<file path="config.mk">
export PLATFORM = sky130hd
export DESIGN_NAME = hazard_ctrl
export DESIGN_NICKNAME = d
export VERILOG_FILES = /design/src/rtl/hazard_ctrl.sv
export SDC_FILE = /design/constraint.sdc
export NUM_CORES = 1
export LEC_CHECK = 0
export BUFFER_PORTS_ARGS = -buffer_cell sky130_fd_sc_hd__buf_2
export CORE_UTILIZATION = 30
export DETAILED_ROUTE_END_ITERATION = 10
export HOLD_SLACK_MARGIN = 0.05
export PLACE_DENSITY = 0.61
export SLEW_MARGIN = 5
export SYNTH_ARGS = -nofsm -noshare
export SYNTH_HDL_FRONTEND = slang
export SYNTH_SLANG_ARGS = --single-unit
</file>
<file path="constraint.sdc">
create_clock -name clk -period 1.7 [get_ports clk]
set_input_delay 0.085 -clock clk [delete_from_list [all_inputs] [get_ports clk]]
set_output_delay 0.085 -clock clk [all_outputs]
set_load 0.01 [all_outputs]
</file>
<file path="src/rtl/hazard_ctrl.sv">
// Purpose : pipeline hazard/flush controller; stall and bubble controls for PC/FD/DE/EM/MW.
// Latency : outputs combinational from state, mc_cnt and inputs; next-state registered.
// Backpr. : memory wait freezes PC..EM and bubbles MW; multicycle EX freezes PC..DE.
//
// Ports:
//   clk, rst                      clock, synchronous active-high reset
//   id_rs1/id_rs2, id_uses_rs*    ID-stage source registers and their use flags
//   ex_rd, ex_is_load             EX-stage destination register and load flag
//   ex_branch_taken, ex_mc_start  EX-stage branch resolution / multicycle start
//   mem_req, mem_ready            data-memory request and completion
//   *_stall, *_bubble             register hold / register clear (bubble wins)
//   mc_done                       final EX cycle of a multicycle op
// Optional: define HAZARD_CTRL_PERF_EN for perf_stall_cycles / perf_flushes outputs.
module hazard_ctrl #(
    parameter int MC_LATENCY = 4
) (
    input  logic       clk,
    input  logic       rst,
    input  logic [4:0] id_rs1,
    input  logic [4:0] id_rs2,
    input  logic       id_uses_rs1,
    input  logic       id_uses_rs2,
    input  logic [4:0] ex_rd,
    input  logic       ex_is_load,
    input  logic       ex_branch_taken,
    input  logic       ex_mc_start,
    input  logic       mem_req,
    input  logic       mem_ready,
    output logic       pc_stall,
    output logic       fd_stall,
    output logic       de_stall,
    output logic       em_stall,
    output logic       fd_bubble,
    output logic       de_bubble,
    output logic       em_bubble,
    output logic       mw_bubble,
    output logic       mc_done
`ifdef HAZARD_CTRL_PERF_EN
    ,
    output logic [31:0] perf_stall_cycles,
    output logic [15:0] perf_flushes
`endif
);

    localparam int CW = $clog2(MC_LATENCY);

    typedef enum logic [1:0] {
        RUN      = 2'd0,
        MC_BUSY  = 2'd1,
        MEM_WAIT = 2'd2
    } state_t;

    state_t          state_q, state_d;
    logic [CW-1:0]   mc_cnt_q, mc_cnt_d;
    logic            memwait;
    logic            lu;
    logic            flush_acc;

    assign memwait = mem_req & ~mem_ready;
    assign lu = ex_is_load & (ex_rd != 5'd0) &
                ((id_uses_rs1 & (id_rs1 == ex_rd)) | (id_uses_rs2 & (id_rs2 == ex_rd)));

    always_comb begin
        state_d   = state_q;
        mc_cnt_d  = mc_cnt_q;
        pc_stall  = 1'b0;
        fd_stall  = 1'b0;
        de_stall  = 1'b0;
        em_stall  = 1'b0;
        fd_bubble = 1'b0;
        de_bubble = 1'b0;
        em_bubble = 1'b0;
        mw_bubble = 1'b0;
        mc_done   = 1'b0;
        flush_acc = 1'b0;
        if (rst) begin
            fd_bubble = 1'b1;
            de_bubble = 1'b1;
            em_bubble = 1'b1;
            mw_bubble = 1'b1;
        end else begin
            case (state_q)
                RUN: begin
                    if (memwait) begin
                        pc_stall  = 1'b1;
                        fd_stall  = 1'b1;
                        de_stall  = 1'b1;
                        em_stall  = 1'b1;
                        mw_bubble = 1'b1;
                        state_d   = MEM_WAIT;
                    end else if (ex_branch_taken) begin
                        fd_bubble = 1'b1;
                        de_bubble = 1'b1;
                        flush_acc = 1'b1;
                    end else if (ex_mc_start) begin
                        pc_stall  = 1'b1;
                        fd_stall  = 1'b1;
                        de_stall  = 1'b1;
                        em_bubble = 1'b1;
                        // Start cycle and done cycle bracket the busy count.
                        mc_cnt_d  = CW'(MC_LATENCY - 2);
                        state_d   = MC_BUSY;
                    end else if (lu) begin
                        pc_stall  = 1'b1;
                        fd_stall  = 1'b1;
                        de_bubble = 1'b1;
                    end
                end
                MC_BUSY: begin
                    if (mc_cnt_q != '0) begin
                        pc_stall  = 1'b1;
                        fd_stall  = 1'b1;
                        de_stall  = 1'b1;
                        em_bubble = 1'b1;
                        mc_cnt_d  = mc_cnt_q - 1'b1;
                    end else begin
                        mc_done = 1'b1;
                        state_d = RUN;
                    end
                end
                MEM_WAIT: begin
                    if (!mem_ready) begin
                        pc_stall  = 1'b1;
                        fd_stall  = 1'b1;
                        de_stall  = 1'b1;
                        em_stall  = 1'b1;
                        mw_bubble = 1'b1;
                    end else begin
                        // Pipeline advances at this edge; hazards are judged next cycle.
                        state_d = RUN;
                    end
                end
                default: state_d = RUN;
            endcase
        end
    end

    always_ff @(posedge clk) begin
        if (rst) begin
            state_q  <= RUN;
            mc_cnt_q <= '0;
        end else begin
            state_q  <= state_d;
            mc_cnt_q <= mc_cnt_d;
        end
    end

`ifdef HAZARD_CTRL_PERF_EN
    logic [31:0] perf_stall_q, perf_stall_d;
    logic [15:0] perf_flushes_q, perf_flushes_d;

    // Saturating counters: stick at all-ones instead of wrapping.
    always_comb begin
        perf_stall_d   = perf_stall_q;
        perf_flushes_d = perf_flushes_q;
        if (pc_stall && (perf_stall_q != '1))
            perf_stall_d = perf_stall_q + 32'd1;
        if (flush_acc && (perf_flushes_q != '1))
            perf_flushes_d = perf_flushes_q + 16'd1;
    end

    always_ff @(posedge clk) begin
        if (rst) begin
            perf_stall_q   <= '0;
            perf_flushes_q <= '0;
        end else begin
            perf_stall_q   <= perf_stall_d;
            perf_flushes_q <= perf_flushes_d;
        end
    end

    assign perf_stall_cycles = perf_stall_q;
    assign perf_flushes      = perf_flushes_q;
`endif

endmodule
</file>
==> metrics.md <==
| Metric | Value |
|---|---|
| Status | finished, final reports clean |
| Mapped cell area | 435.4 sq um |
| Synth warn | 0 |
| Cts bufs inserted | 3 |
| Compound-cell area share of the yosys netlist | 19.25% |
| CTS Buffer Depth | 2 |
| Total of max-cap violations | 0 |
| Synth Area in XOR/XNOR | 20.11% |
| Fill count | 139 |
| Chip Width | 40.10 um |
| Setup WS post-layout | 0.08771 ns |
| Die H | 40.10 um |
| CP Data Arrival Time | 1.53 ns |
| Syn Area/Cell | 7.775 sq um |
| Detail Route Antenna Nets | 0 |
| Area growth syn-to-layout | 48.56% |
| GP Congestion | 0.7222 |
| Final setup fails | 0 |
| Core ar. | 1318 sq um |
| Full die area | 1608 sq um |
| EDFF count, synth | 0 |
| CTS Hold Bufs | 0 |
| Post-synthesis mux area share | 0% |
| Synth Register Bits | 4 |
| Distinct cell type count after synthesis | 29 |
| Postcts setup bufs | 0 |
| Slew Limit Fails | 0 |
| Relative slew slack | 78.61% |
| Adder-Cell Fraction of Synth Area | 2.874% |
| Clock Skew | 0.004048 ns |
| Post-DP Area | 606.8 sq um |
| Layout Nets | 116 |
| M1 GR Usage | 17.94% |
| Buffers on Ports | 32 |
| Initial core utilization | 33.05% |
| Seq/Total Area, Yosys | 18.39% |
| Worst slew pin tran | 0.3201 ns |
| H-tree lvl count | 1 |
| ANT cells | 0 |
| Routed length per placed instance | 10.98 um |
| Sequential Area | 81.33 sq um |
| First-pass GRT wire length | 1690 um |
| CP Class | register to primary output |
| Commonest non-fill, non-tap cell in the layout | buf_2 |
| Setup TNS Final | 0 ns |
| CTS sink cnt | 4 |
| Gr usage total | 15.42% |
| M2 GR Usage | 27.82% |
| GRT Residual Overflow | 0 |
| P_leak | 0.2981 nW |
| Worst hold path type | primary input to register |
| Detailed Route WL | 1142 um |
| Met3 Track Usage GR | 5.000% |
| DRC viols | 0 |
| Crit Path Max Fanout | 7 |
| Fmax | 620.2 MHz |
| Ys async rst share | 0% |
| Share of cells above drive strength 1 | 48.31% |
| Top FF cell, synth | dfxtp_1 |
| Root buffer cell | clkbuf_4 |
| First drt pass iteration count | 4 |
| Post-synthesis simple-gate area fraction | 34.20% |
| Vias in the first global route | 444 |
| Commonest non-fill, non-tap cells in the layout | 32 x buf_2, 8 x xor2_1, 5 x nor2_1 |
| Clock Pin Slew Worst Setup and Hold Paths | 0.03 ns |
| Hpwl dp | 953.1 um |
| Hold_ws | 0.1754 ns |
| Gr busiest metal | met2 |
| Multi-input logic area | 349.1 sq um |
| DR vias | 517 |
| Initial DRC count | 4 |
| Mapped Cells | 56 |
| Mapped Nets | 81 |
| Crit path launch type | register |
| Number of antenna violations at the first check in global routing | 0 |
| Pwr dens | 536.2 nW/um^2 |
| Critical Path RT | 1.62 ns |
| TritonCTS clock tree | built |
| DP Worst Slack | 0.2368 ns |
| Final min period | 1.612 ns |
| RSZ-0062 raised after global routing | no |
| Vias/cell | 4.971 |
| Pin count of the biggest net entering global routing | 13 |
| Crit path capture type | primary output |
| Final period util | 94.84% |
| Worst skew pair latency | 0.23 ns |
| Std-Cell Rows | 13 |
| Final Core Density | 49.10% |
| Number of I/O pins | 33 |
| Final count of hold timing violations | 0 |
| Peak supply drop | 0.0004426 V |
| Main combinational cell family by area after synthesis | simple AND/OR/NAND/NOR gates |
| Post-route cell area | 646.9 sq um |
cells in the mapped netlist, types with 2 or more instances:
cell type | n | share of area (%)
xor2_1 | 8 | 16
dfxtp_1 | 4 | 18
nor2_1 | 5 | 4.3
o21bai_1 | 3 | 5.2
nor3_1 | 3 | 3.4
inv_1 | 2 | 1.7
a21o_1 | 2 | 3.4
clkbuf_1 | 2 | 1.7
nand3_1 | 2 | 2.3
nand2b_1 | 3 | 4.3
nand2_1 | 3 | 2.6
xnor2_1 | 2 | 4.0
through the flow:
| step | power (W) | std cells |
|---|---|---|
| 6_report | 0.0003469 | 104 |
| 3_5_place_dp | 0.0002305 | 101 |
| 2_1_floorplan | 0.0001754 | 56 |
| 5_1_grt | 0.0003760 | 104 |
| 4_1_cts | 0.0003516 | 104 |
| 3_3_place_gp | 0.0002286 | 101 |
final cells by class:
cell class	instances	share of cell area, %
Clock buffer	3	3.482
Inverter	2	1.161
Multi-Input combinational cell	47	53.97
Sequential cell	4	12.57
Tap cell	15	2.901
Timing Repair Buffer	33	25.92
sequential cells by signal, indices dropped and copies added, names as in the netlist:
| name | cells |
|---|---|
| mc_cnt_q | 2 |
| state_q | 2 |
cell families after synthesis:
group,Yosys count
AO/OA/AOI/OAI,11
adder cells (fa/ha/maj),1
AND/OR/NAND/NOR,25
flip-flops,4
XOR/XNOR,10
buffers and inverters,5
report_power, final:
group	switching (W)	internal [W]	leakage, nW
Sequential	0.00000507	0.0000992	0.0331
Combinational	0.0000636	0.0000653	0.251
Clock	0.0000351	0.0000787	0.0138
path summary, 6_finish.rpt:
check	cells after the start	start	to	slack, ns
worst max-delay path	5	state_q[1]	fd_stall	0.09
worst min-delay path	2	rst	state_q[0]	0.18
worst max register to register	5	mc_cnt_q[0]	mc_cnt_q[1]	0.30
worst min register to register	2	mc_cnt_q[1]	mc_cnt_q[1]	0.49
per-layer routing:
metal,part of all wire [%],up-vias
li1,-,267
met2,50,20
met3,6.1,0
met5,0,-
met1,44,230
met4,0,0
repair_timing:
action | 4_1_cts | 5_1_grt
endpoints found under the setup margin | 2 | 3
pin swaps | 0 | 1
resized for setup | 1 | 3
cloned | 0 | 0
worst max-delay path: stages, from the launching register on:
cell and delay, ns:
dfxtp_2 0.34, or3b_2 0.48, a21oi_2 0.14, nor2_1 0.06, o32ai_2 0.10, buf_2 0.17
No activity file was read; power rests on OpenSTA's default activity.
